**config.mk**
```make
export PLATFORM = sky130hd
export DESIGN_NAME = pc_unit_flat
export DESIGN_NICKNAME = d
export VERILOG_FILES = /design/src/rtl/pc_unit_if.sv /design/src/rtl/pc_unit.sv /design/src/flat_wrapper.sv
export SDC_FILE = /design/constraint.sdc
export NUM_CORES = 1
export LEC_CHECK = 0
export ABC_AREA = 1
export BUFFER_PORTS_ARGS = -buffer_cell sky130_fd_sc_hd__buf_2
export CORE_MARGIN = 5
export CORE_UTILIZATION = 50
export CTS_CLUSTER_SIZE = 25
export DETAILED_ROUTE_END_ITERATION = 7
export PLACE_DENSITY = 0.81
export SYNTH_ARGS = -nofsm -noshare
export SYNTH_HDL_FRONTEND = slang
export SYNTH_SLANG_ARGS = --single-unit
```
**constraint.sdc**
```tcl
create_clock -name clk -period 3.9 [get_ports clk]
set_input_delay 0 -clock clk [delete_from_list [all_inputs] [get_ports clk]]
set_output_delay 0 -clock clk [all_outputs]
set_load 0.01 [all_outputs]
```
**src/rtl/pc_unit_if.sv**
```systemverilog
// pc_unit_if: ID-side decision inputs and IF-side PC outputs of pc_unit.
// Optional macro PC_ALIGN_CHECK_EN adds the adel (address-error) output.
interface pc_unit_if #(
  parameter int ADDR_W = 32,
  parameter int CNT_W  = 16
);
  logic              stall;
  logic              freeze;
  logic [ADDR_W-1:0] pc4_id;
  logic [15:0]       imm16;
  logic [25:0]       jidx26;
  logic [2:0]        branch;
  logic [2:0]        jump;
  logic [ADDR_W-1:0] rs_val;
  logic [ADDR_W-1:0] rt_val;
  logic              interrupt;
  logic              eret;
  logic [ADDR_W-1:0] epc;
  logic [ADDR_W-1:0] pc_if;
  logic [ADDR_W-1:0] pc4_if;
  logic              redirect;
  logic [CNT_W-1:0]  redir_cnt;
  logic              int_pend;
  logic              eret_pend;
`ifdef PC_ALIGN_CHECK_EN
  logic              adel;
`endif

  // Pipeline side: drives the decisions, observes the fetch PC.
  modport master (
    output stall, freeze, pc4_id, imm16, jidx26, branch, jump,
           rs_val, rt_val, interrupt, eret, epc,
    input  pc_if, pc4_if, redirect, redir_cnt, int_pend, eret_pend
`ifdef PC_ALIGN_CHECK_EN
    , input adel
`endif
  );

  // PC unit side.
  modport slave (
    input  stall, freeze, pc4_id, imm16, jidx26, branch, jump,
           rs_val, rt_val, interrupt, eret, epc,
    output pc_if, pc4_if, redirect, redir_cnt, int_pend, eret_pend
`ifdef PC_ALIGN_CHECK_EN
    , output adel
`endif
  );
endinterface

```
**src/rtl/pc_unit.sv**
```systemverilog
// pc_unit: IF-stage program counter with next-PC resolution for branches,
// jumps, interrupts and ERET; defers interrupt/ERET while frozen and counts
// taken redirects (saturating).
// Optional macro PC_ALIGN_CHECK_EN: misaligned ERET/jr targets divert to
// EXC_VEC and raise adel for one cycle.
module pc_unit #(
  parameter int                ADDR_W   = 32,
  parameter logic [ADDR_W-1:0] RESET_PC = ADDR_W'(32'h0000_3000),
  parameter logic [ADDR_W-1:0] EXC_VEC  = ADDR_W'(32'h0000_4180),
  parameter int                CNT_W    = 16
) (
  input logic        clk,
  input logic        reset,
  pc_unit_if.slave   bus
);

  logic [ADDR_W-1:0] pc_q, pc_d;
  logic              redirect_q, redirect_d;
  logic [CNT_W-1:0]  redir_cnt_q, redir_cnt_d;
  logic              int_pend_q, int_pend_d;
  logic              eret_pend_q, eret_pend_d;
`ifdef PC_ALIGN_CHECK_EN
  logic              adel_q, adel_d;
`endif

  logic              br_taken;
  logic              is_j;
  logic              is_jr;
  logic              irq;
  logic              ret;
  logic              take;
  logic [ADDR_W-1:0] br_target;
  logic [ADDR_W-1:0] j_target;
  logic [ADDR_W-1:0] seq_pc;

  localparam logic [ADDR_W-1:0] LOW28_MASK = ADDR_W'({28{1'b1}});

  assign irq    = bus.interrupt | int_pend_q;
  assign ret    = bus.eret | eret_pend_q;
  assign seq_pc = pc_q + ADDR_W'(4);

  // Jump decode: 1x0 is j/jal and wins over 11x (jr/jalr) on code 110.
  assign is_j  = bus.jump[2] & ~bus.jump[0];
  assign is_jr = bus.jump[2] &  bus.jump[1];

  // Branch target: sign-extended word offset relative to PC+4 of the branch.
  assign br_target = bus.pc4_id +
                     {{(ADDR_W-18){bus.imm16[15]}}, bus.imm16, 2'b00};

  // Jump target: region bits of pc4_id above bit 27, index below.
  assign j_target = (bus.pc4_id & ~LOW28_MASK) |
                    ADDR_W'({bus.jidx26, 2'b00});

  // Branch condition evaluation on the forwarded operands.
  always_comb begin
    // NOTE: every combinational output gets a default before the case so no
    // path leaves it unassigned; otherwise synthesis infers a latch.
    br_taken = 1'b0;
    unique case (bus.branch)
      3'b001:  br_taken = (bus.rs_val == bus.rt_val);
      3'b010:  br_taken = (bus.rs_val != bus.rt_val);
      3'b100:  br_taken = bus.rs_val[ADDR_W-1] | (bus.rs_val == '0);
      3'b101:  br_taken = ~bus.rs_val[ADDR_W-1] & (bus.rs_val != '0);
      3'b110:  br_taken = bus.rs_val[ADDR_W-1];
      3'b111:  br_taken = ~bus.rs_val[ADDR_W-1];
      default: br_taken = 1'b0;
    endcase
  end

  // Next-state selection: freeze defers, otherwise first match by priority.
  always_comb begin
    pc_d        = pc_q;
    redirect_d  = redirect_q;
    redir_cnt_d = redir_cnt_q;
    int_pend_d  = int_pend_q;
    eret_pend_d = eret_pend_q;
    take        = 1'b0;
`ifdef PC_ALIGN_CHECK_EN
    adel_d      = adel_q;
`endif
    if (bus.freeze) begin
      int_pend_d  = int_pend_q | bus.interrupt;
      eret_pend_d = eret_pend_q | bus.eret;
    end else begin
`ifdef PC_ALIGN_CHECK_EN
      adel_d = 1'b0;
`endif
      if (irq) begin
        // A pending ERET is dropped too; the handler re-issues it.
        pc_d        = EXC_VEC;
        take        = 1'b1;
        int_pend_d  = 1'b0;
        eret_pend_d = 1'b0;
      end else if (ret) begin
        pc_d        = bus.epc;
        take        = 1'b1;
        eret_pend_d = 1'b0;
`ifdef PC_ALIGN_CHECK_EN
        if (bus.epc[1:0] != 2'b00) begin
          pc_d   = EXC_VEC;
          adel_d = 1'b1;
        end
`endif
      end else if (bus.stall) begin
        pc_d = pc_q;
      end else if (br_taken) begin
        pc_d = br_target;
        take = 1'b1;
      end else if (is_j) begin
        pc_d = j_target;
        take = 1'b1;
      end else if (is_jr) begin
        pc_d = bus.rs_val;
        take = 1'b1;
`ifdef PC_ALIGN_CHECK_EN
        if (bus.rs_val[1:0] != 2'b00) begin
          pc_d   = EXC_VEC;
          adel_d = 1'b1;
        end
`endif
      end else begin
        pc_d = seq_pc;
      end
      redirect_d = take;
      if (take && (redir_cnt_q != '1)) begin
        redir_cnt_d = redir_cnt_q + CNT_W'(1);
      end
    end
  end

  // State registers with synchronous active-high reset.
  always_ff @(posedge clk) begin
    // NOTE: sequential state uses non-blocking assignments so every flop
    // samples pre-edge values regardless of block evaluation order.
    if (reset) begin
      pc_q        <= RESET_PC;
      redirect_q  <= 1'b0;
      redir_cnt_q <= '0;
      int_pend_q  <= 1'b0;
      eret_pend_q <= 1'b0;
`ifdef PC_ALIGN_CHECK_EN
      adel_q      <= 1'b0;
`endif
    end else begin
      pc_q        <= pc_d;
      redirect_q  <= redirect_d;
      redir_cnt_q <= redir_cnt_d;
      int_pend_q  <= int_pend_d;
      eret_pend_q <= eret_pend_d;
`ifdef PC_ALIGN_CHECK_EN
      adel_q      <= adel_d;
`endif
    end
  end

  assign bus.pc_if     = pc_q;
  assign bus.pc4_if    = seq_pc;
  assign bus.redirect  = redirect_q;
  assign bus.redir_cnt = redir_cnt_q;
  assign bus.int_pend  = int_pend_q;
  assign bus.eret_pend = eret_pend_q;
`ifdef PC_ALIGN_CHECK_EN
  assign bus.adel      = adel_q;
`endif

endmodule
```
**src/flat_wrapper.sv**
```systemverilog
// flat-port wrapper written by rule: the top's interface ports become plain ports
module pc_unit_flat 
#(
  parameter int                ADDR_W   = 32,
  parameter logic [ADDR_W-1:0] RESET_PC = ADDR_W'(32'h0000_3000),
  parameter logic [ADDR_W-1:0] EXC_VEC  = ADDR_W'(32'h0000_4180),
  parameter int                CNT_W    = 16
)
  (clk, reset, bus_stall, bus_freeze, bus_pc4_id, bus_imm16, bus_jidx26, bus_branch, bus_jump, bus_rs_val, bus_rt_val, bus_interrupt, bus_eret, bus_epc, bus_pc_if, bus_pc4_if, bus_redirect, bus_redir_cnt, bus_int_pend, bus_eret_pend);
  pc_unit_if #(.ADDR_W(ADDR_W), .CNT_W(CNT_W)) bus_i ();
  input logic clk;
  input logic reset;
  input wire logic [$bits(bus_i.stall)-1:0] bus_stall;
  input wire logic [$bits(bus_i.freeze)-1:0] bus_freeze;
  input wire logic [$bits(bus_i.pc4_id)-1:0] bus_pc4_id;
  input wire logic [$bits(bus_i.imm16)-1:0] bus_imm16;
  input wire logic [$bits(bus_i.jidx26)-1:0] bus_jidx26;
  input wire logic [$bits(bus_i.branch)-1:0] bus_branch;
  input wire logic [$bits(bus_i.jump)-1:0] bus_jump;
  input wire logic [$bits(bus_i.rs_val)-1:0] bus_rs_val;
  input wire logic [$bits(bus_i.rt_val)-1:0] bus_rt_val;
  input wire logic [$bits(bus_i.interrupt)-1:0] bus_interrupt;
  input wire logic [$bits(bus_i.eret)-1:0] bus_eret;
  input wire logic [$bits(bus_i.epc)-1:0] bus_epc;
  output wire logic [$bits(bus_i.pc_if)-1:0] bus_pc_if;
  output wire logic [$bits(bus_i.pc4_if)-1:0] bus_pc4_if;
  output wire logic [$bits(bus_i.redirect)-1:0] bus_redirect;
  output wire logic [$bits(bus_i.redir_cnt)-1:0] bus_redir_cnt;
  output wire logic [$bits(bus_i.int_pend)-1:0] bus_int_pend;
  output wire logic [$bits(bus_i.eret_pend)-1:0] bus_eret_pend;
  assign bus_i.stall = bus_stall;
  assign bus_i.freeze = bus_freeze;
  assign bus_i.pc4_id = bus_pc4_id;
  assign bus_i.imm16 = bus_imm16;
  assign bus_i.jidx26 = bus_jidx26;
  assign bus_i.branch = bus_branch;
  assign bus_i.jump = bus_jump;
  assign bus_i.rs_val = bus_rs_val;
  assign bus_i.rt_val = bus_rt_val;
  assign bus_i.interrupt = bus_interrupt;
  assign bus_i.eret = bus_eret;
  assign bus_i.epc = bus_epc;
  assign bus_pc_if = bus_i.pc_if;
  assign bus_pc4_if = bus_i.pc4_if;
  assign bus_redirect = bus_i.redirect;
  assign bus_redir_cnt = bus_i.redir_cnt;
  assign bus_int_pend = bus_i.int_pend;
  assign bus_eret_pend = bus_i.eret_pend;
  pc_unit #(.ADDR_W(ADDR_W), .RESET_PC(RESET_PC), .EXC_VEC(EXC_VEC), .CNT_W(CNT_W)) u_core (.clk(clk), .reset(reset), .bus(bus_i));
endmodule
```
==> results of run 1 <==
==> metrics by stage <==
step / total power, mW / hold slack (ps) / worst slack, ps / instances
2_1_floorplan: 1.11 / 145 / 1920 / 1296
5_1_grt: 1.99 / 52.6 / 728 / 1714
3_5_place_dp: 1.44 / 268 / 1090 / 1703
6_report: 1.88 / 29.5 / 976 / 1714
4_1_cts: 1.86 / 29.0 / 1030 / 1714
3_3_place_gp: 1.43 / 261 / 1170 / 1703
==> power groups by stage <==
| stage | combinational [mW] | sequential (mW) | clock (mW) |
|---|---|---|---|
| final | 0.864 | 0.586 | 0.427 |
| after global routing | 0.953 | 0.587 | 0.450 |
| after CTS | 0.848 | 0.583 | 0.425 |
| after detailed placement | 0.841 | 0.595 | 0 |
| after global placement | 0.836 | 0.594 | 0 |
| after floorplan | 0.523 | 0.588 | 0 |
==> kinds of logic after synthesis <==
logic type	count (synthesis)	synth area share, %
buffers and inverters	164	9.34
xor gates and xnor gates	66	8.24
DFF	51	14.6
AOI/OAI and AO/OA	155	11.6
and+or+nand+nor	828	50.4
adders and majority gates	32	5.81
==> registers in the layout, summed over array words and instances (netlist names) <==
signal / count
u_core.bus.pc_if: 32
u_core.bus.redir_cnt: 16
u_core.bus.eret_pend: 1
u_core.bus.int_pend: 1
u_core.bus.redirect: 1
==> per-layer routing <==
metal | routed length [um] | track usage (%) | vias up | share of wire [%]
met1 | 11900 | 44.2 | 4179 | 41
met2 | 12900 | 55.5 | 496 | 45
li1 | - | - | 4616 | -
met4 | 922 | 10.1 | 0 | 3.2
met3 | 3040 | 5.19 | 65 | 11
met5 | 0 | 0 | - | 0
==> synthesized netlist by cell type (all sizes together) (17+ instances only) <==
cell	n
dfxtp	51
inv	123
clkbuf	29
a21oi	83
nand3	105
ha	31
o21ai	55
nor2	184
nand4	24
nand2	465
xor2	27
nor3	17
xnor2	39
==> repair_timing <==
action | 4_1_cts | 5_1_grt
buffers inserted | 0 | 0
hold buffers | 3 | 0
hold endpoints to repair | 4 | 0
==> critical path, cell delays in order <==
cell and delay [ps]:
dlygate4sd3_1 530, buf_2 110, nor2_1 230, nand3_1 120
nand2_1 70, buf_4 290, inv_1 360, nand2_1 820
inv_1 210, nand2_1 120, inv_1 60, nand2_1 60
a21oi_1 50
==> how the worst min path moves through the flow <==
stage          slack [ps]        start                           endpoint
5_1_grt                50   bus_epc[7]   u_core.bus.pc_if[7]$_SDFFE_PP0P_
3_5_place_dp          270  bus_epc[13]  u_core.bus.pc_if[13]$_SDFFE_PP1P_
6_report               30  bus_epc[14]  u_core.bus.pc_if[14]$_SDFFE_PP0P_
2_1_floorplan         150   bus_freeze  u_core.bus.eret_pend$_SDFFE_PP0P_
4_1_cts                30   bus_epc[7]   u_core.bus.pc_if[7]$_SDFFE_PP0P_
3_3_place_gp          260  bus_epc[13]  u_core.bus.pc_if[13]$_SDFFE_PP1P_
==> final cells by class <==
| type | instances | area, um^2 |
|---|---|---|
| tap | 180 | 225 |
| clock buffer | 7 | 133 |
| clock inverter | 1 | 5.00 |
| sequential | 51 | 1020 |
| multi-input combinational | 1081 | 5350 |
| inverter | 123 | 462 |
| timing repair buffer | 271 | 1380 |
| fill | 1451 | 5250 |
==> flow_summary.json, run 1 <==
{
  "mappedNetlistArea_um2": 7020,
  "intPower_mw": 1.10,
  "fin_util_pct": 62.0,
  "cp-end-kind": "flop",
  "p_leak_nw": 4.47,
  "max_slew_margin_pct": 25.4,
  "synth_ff_type": "dfxtp_1",
  "r2r-end": "u_core.bus.pc_if[1]$_SDFFE_PP0P_",
  "layout_common_cells": "nand2_1 (460), buf_2 (264), nor2_1 (175), inv_1 (119), nand3_1 (102)",
  "p_sw_uw": 774,
  "routed-via-count": 9356,
  "drc": 0,
  "endpoint": "u_core.bus.pc_if[1]$_SDFFE_PP0P_",
  "worst_r2r_path_depth": 11,
  "ir_worst_vdd_mv": 0.239,
  "layout-drive-gt1-share_pct": 20.3,
  "seq_power_share_pct": 31.2,
  "htreeDepth": 2,
  "mostFrequentLayoutCell": "nand2_1",
  "via_per_inst": 5.46,
  "gp_congestion": 0.997,
  "slew_violations": 0,
  "ys_ff_latch": 51,
  "grt_usage_pct": 33.3,
  "tightestPinTransition_ps": 1120,
  "synthTopCellsByArea": "nand2_1 (25%), dfxtp_1 (15%), nor2_1 (9.4%)",
  "ios": 265,
  "num_antenna_cells": 0,
  "rsz0062_at_grt": "no",
  "postCtsResizedCells": 0,
  "critPathLaunchType": "input pin",
  "path_clk_slew_ps": 60,
  "clock_skew_ps": 7.16,
  "grt_max_degree": 60,
  "hpwl_um": 24100,
  "crit_type": "input pin to flop",
  "initial_core_util_pct": 50.7,
  "rr_startpoint": "u_core.bus.int_pend$_SDFFE_PP0P_",
  "grt_pass1_wl_um": 43900,
  "synth_edf_count": 0,
  "crit_start": "bus_interrupt",
  "cp_max_fo": 29,
  "clk_latency_ps": 290,
  "cp.arrival_ps": 3060,
  "holdPathStages": 3,
  "p_comb_share_pct": 46.0,
  "clockBufferDepth": 2,
  "cp_data_required_time_ps": 4030,
  "syn2layout_area_growth_pct": 22.2,
  "powerDensity_nw_per_um2": 219,
  "cts.sinks": 51,
  "maxCapViolCount": 0,
  "wl_per_cell_um": 16.8,
  "clkPwrFrac_pct": 22.7,
  "drt_iter0_drc": 1152,
  "final_hold_viol_count": 0,
  "grt_pass1_vias": 8510,
  "cts_buffers": 5,
  "synthArstFlopShare_pct": 0,
  "dieArea_um2": 16500,
  "synth-seq-area-share_pct": 14.6,
  "post_dp_cell_area_um2": 8410,
  "post-route-period-util_pct": 75.0,
  "setup_tns_ps": 0,
  "antenna_left": 0,
  "yosys.area.top_type": "nand2_1",
  "grt-ovfl-total": 0,
  "syn-num-nets": 1510,
  "yosysTopAreaCellShare_pct": 24.6,
  "cts_tree": "built",
  "syn_inst": 1296,
  "io_buffer_count": 264,
  "fmax_ghz": 0.342,
  "finalNetCount": 1747,
  "die_w_um": 128,
  "switching_share_pct": 41.2,
  "setup_viol": 0,
  "hold_path_class": "input pin to flop",
  "core_area_um2": 13800,
  "ys_warn_count": 0,
  "syn_area_per_cell_um2": 5.41,
  "synth_cell_type_count": 40,
  "fin_area_um2": 8570,
  "fin_crit_ps": 2920,
  "die_y_um": 128,
  "antenna_found_initial": 0,
  "drt-total-wl_um": 28700,
  "reg2reg_slack_ps": 1000,
  "status": "completed",
  "rows": 43,
  "drt-pass1-iter-count": 7,
  "cts-root-buf": "clkbuf_16"
}
(Power assumes the default switching activity.)
==> run 2: changes to the inputs <==
==> constraint.sdc (replaced) <==
create_clock -name clk -period 2.72 [get_ports clk]
set_input_delay 0 -clock clk [delete_from_list [all_inputs] [get_ports clk]]
set_output_delay 0 -clock clk [all_outputs]
set_load 0.01 [all_outputs]
==> flow_summary.json, run 2 (synthesis results as in run 1) <==
{
  "finalNetCount": 1754,
  "mostFrequentLayoutCell": "nand2_1",
  "final_hold_viol_count": 0,
  "syn2layout_area_growth_pct": 23.5,
  "hold_path_class": "input pin to flop",
  "grt_pass1_vias": 8733,
  "setup_viol": 0,
  "htreeDepth": 2,
  "p_leak_nw": 4.52,
  "num_antenna_cells": 0,
  "grt-ovfl-total": 0,
  "status": "completed",
  "cts_setup_buffers": 0,
  "antenna_found_initial": 0,
  "setup_tns_ps": 0,
  "cts_buffers": 5,
  "critPathLaunchType": "flop",
  "reg2reg_slack_ps": 380,
  "rsz0062_at_grt": "no",
  "fmax_ghz": 0.427,
  "drc": 0,
  "via_per_inst": 5.43,
  "finalPower_mw": 2.85,
  "rr_startpoint": "u_core.bus.pc_if[2]$_SDFFE_PP0P_",
  "grt_usage_pct": 35.0,
  "cts_tree": "built",
  "r2r-end": "u_core.bus.pc_if[10]$_SDFFE_PP0P_",
  "setup_ws_ps": 380,
  "routed-via-count": 9346,
  "max_slew_margin_pct": 58.0,
  "cp-end-kind": "flop",
  "grt_pass1_wl_um": 45900,
  "rows": 43,
  "worst_r2r_path_depth": 12,
  "post-route-period-util_pct": 86.0,
  "die_y_um": 128,
  "fin_util_pct": 62.7,
  "powerDensity_nw_per_um2": 329,
  "layout-drive-gt1-share_pct": 20.9,
  "cts.sinks": 51,
  "clk_latency_ps": 290,
  "path_clk_slew_ps": 70,
  "initial_core_util_pct": 50.7,
  "largest_reg_flops": 32,
  "io_buffer_count": 264,
  "endpoint": "u_core.bus.pc_if[10]$_SDFFE_PP0P_",
  "fin_crit_ps": 2340,
  "dp.cells": 1711,
  "crit_type": "flop to flop",
  "dieArea_um2": 16500,
  "grt_max_degree": 49,
  "layout_common_cells": "nand2_1 (460), buf_2 (264), nor2_1 (175), inv_1 (119), nand3_1 (102)",
  "timing.hold.ws_ps": 4.37,
  "tightestPinTransition_ps": 630,
  "drt_iter0_drc": 968,
  "ios": 265,
  "cp_max_fo": 5,
  "final_cells": 1721,
  "dp_slack_ps": 464,
  "cts-root-buf": "clkbuf_16",
  "antenna_left": 0,
  "gp_congestion": 1.01,
  "wl_per_cell_um": 17.5,
  "maxCapViolCount": 0,
  "drt-total-wl_um": 30000,
  "drt-pass1-iter-count": 6,
  "cp.arrival_ps": 2570,
  "clock_skew_ps": 4.07,
  "ir_worst_vdd_mv": 0.324,
  "post_dp_cell_area_um2": 8470,
  "hpwl_um": 25100,
  "crit_start": "u_core.bus.pc_if[2]$_SDFFE_PP0P_",
  "die_w_um": 128,
  "cp_data_required_time_ps": 2950,
  "clockBufferDepth": 2,
  "core_area_um2": 13800,
  "fin_area_um2": 8660,
  "slew_violations": 0
}
[run 2: changes by cell type in the layout (fill, tap and decap cells not counted), sizes merged]
| cell | previous run | this run |
|---|---|---|
| buf | 268 | 276 |
| bufinv | 0 | 1 |
| clkbuf | 7 | 6 |
| clkinv | 1 | 0 |
| dlygate4sd3 | 3 | 2 |
| inv | 123 | 124 |
[run 2: worst min-delay path by stage]
stage / from / to / slack [ps] / cells after the start
finish: bus_epc[14] / u_core.bus.pc_if[14]$_SDFFE_PP0P_ / 4 / 3
global route: bus_epc[13] / u_core.bus.pc_if[13]$_SDFFE_PP1P_ / 8 / 3
CTS: bus_epc[14] / u_core.bus.pc_if[14]$_SDFFE_PP0P_ / 1 / 3
detailed placement: bus_epc[13] / u_core.bus.pc_if[13]$_SDFFE_PP1P_ / 270 / 3
global placement: bus_epc[13] / u_core.bus.pc_if[13]$_SDFFE_PP1P_ / 270 / 3
floorplan: bus_freeze / u_core.bus.eret_pend$_SDFFE_PP0P_ / 150 / 2
[run 2: layout make-up]
| class | instances | area [um^2] |
|---|---|---|
| well taps | 180 | 225 |
| repair buffers | 278 | 1430 |
| multi-input cells | 1081 | 5350 |
| clock buffers | 6 | 139 |
| flip-flops and latches | 51 | 1020 |
| fillers | 1467 | 5160 |
| clock inverters | 2 | 38.8 |
| inverters | 123 | 462 |
[run 2: layer usage]
layer	GRT usage (%)	vias up	part of all wire, %
li1	-	4616	-
met1	47.1	4096	41
met2	57.3	562	44
met3	5.52	72	12
met4	11.0	0	3.2
met5	0	-	0
[run 2: worst max-delay path: stages (launching register included)]
cell,delay [ps]
dfxtp_1,430
ha_1,220
nand3_1,210
inv_1,180
nand2_1,130
xor2_1,160
inv_1,130
nor2_1,50
o21ai_0,370
nand2_1,120
nand3_1,110
nand2_1,60
a21oi_1,100
[run 2: where the power goes]
group / internal (mW) / leakage (nW) / switching [mW]
combinational: 0.469 / 4.02 / 0.798
sequential: 0.779 / 0.416 / 0.0584
clock: 0.463 / 0.0875 / 0.288
total: 1.71 / 4.52 / 1.14
[run 2: timing repair]
item / 4_1_cts / 5_1_grt
gates resized for setup: 0 / 0
hold buffers: 2 / 0
hold endpoints to repair: 3 / 0
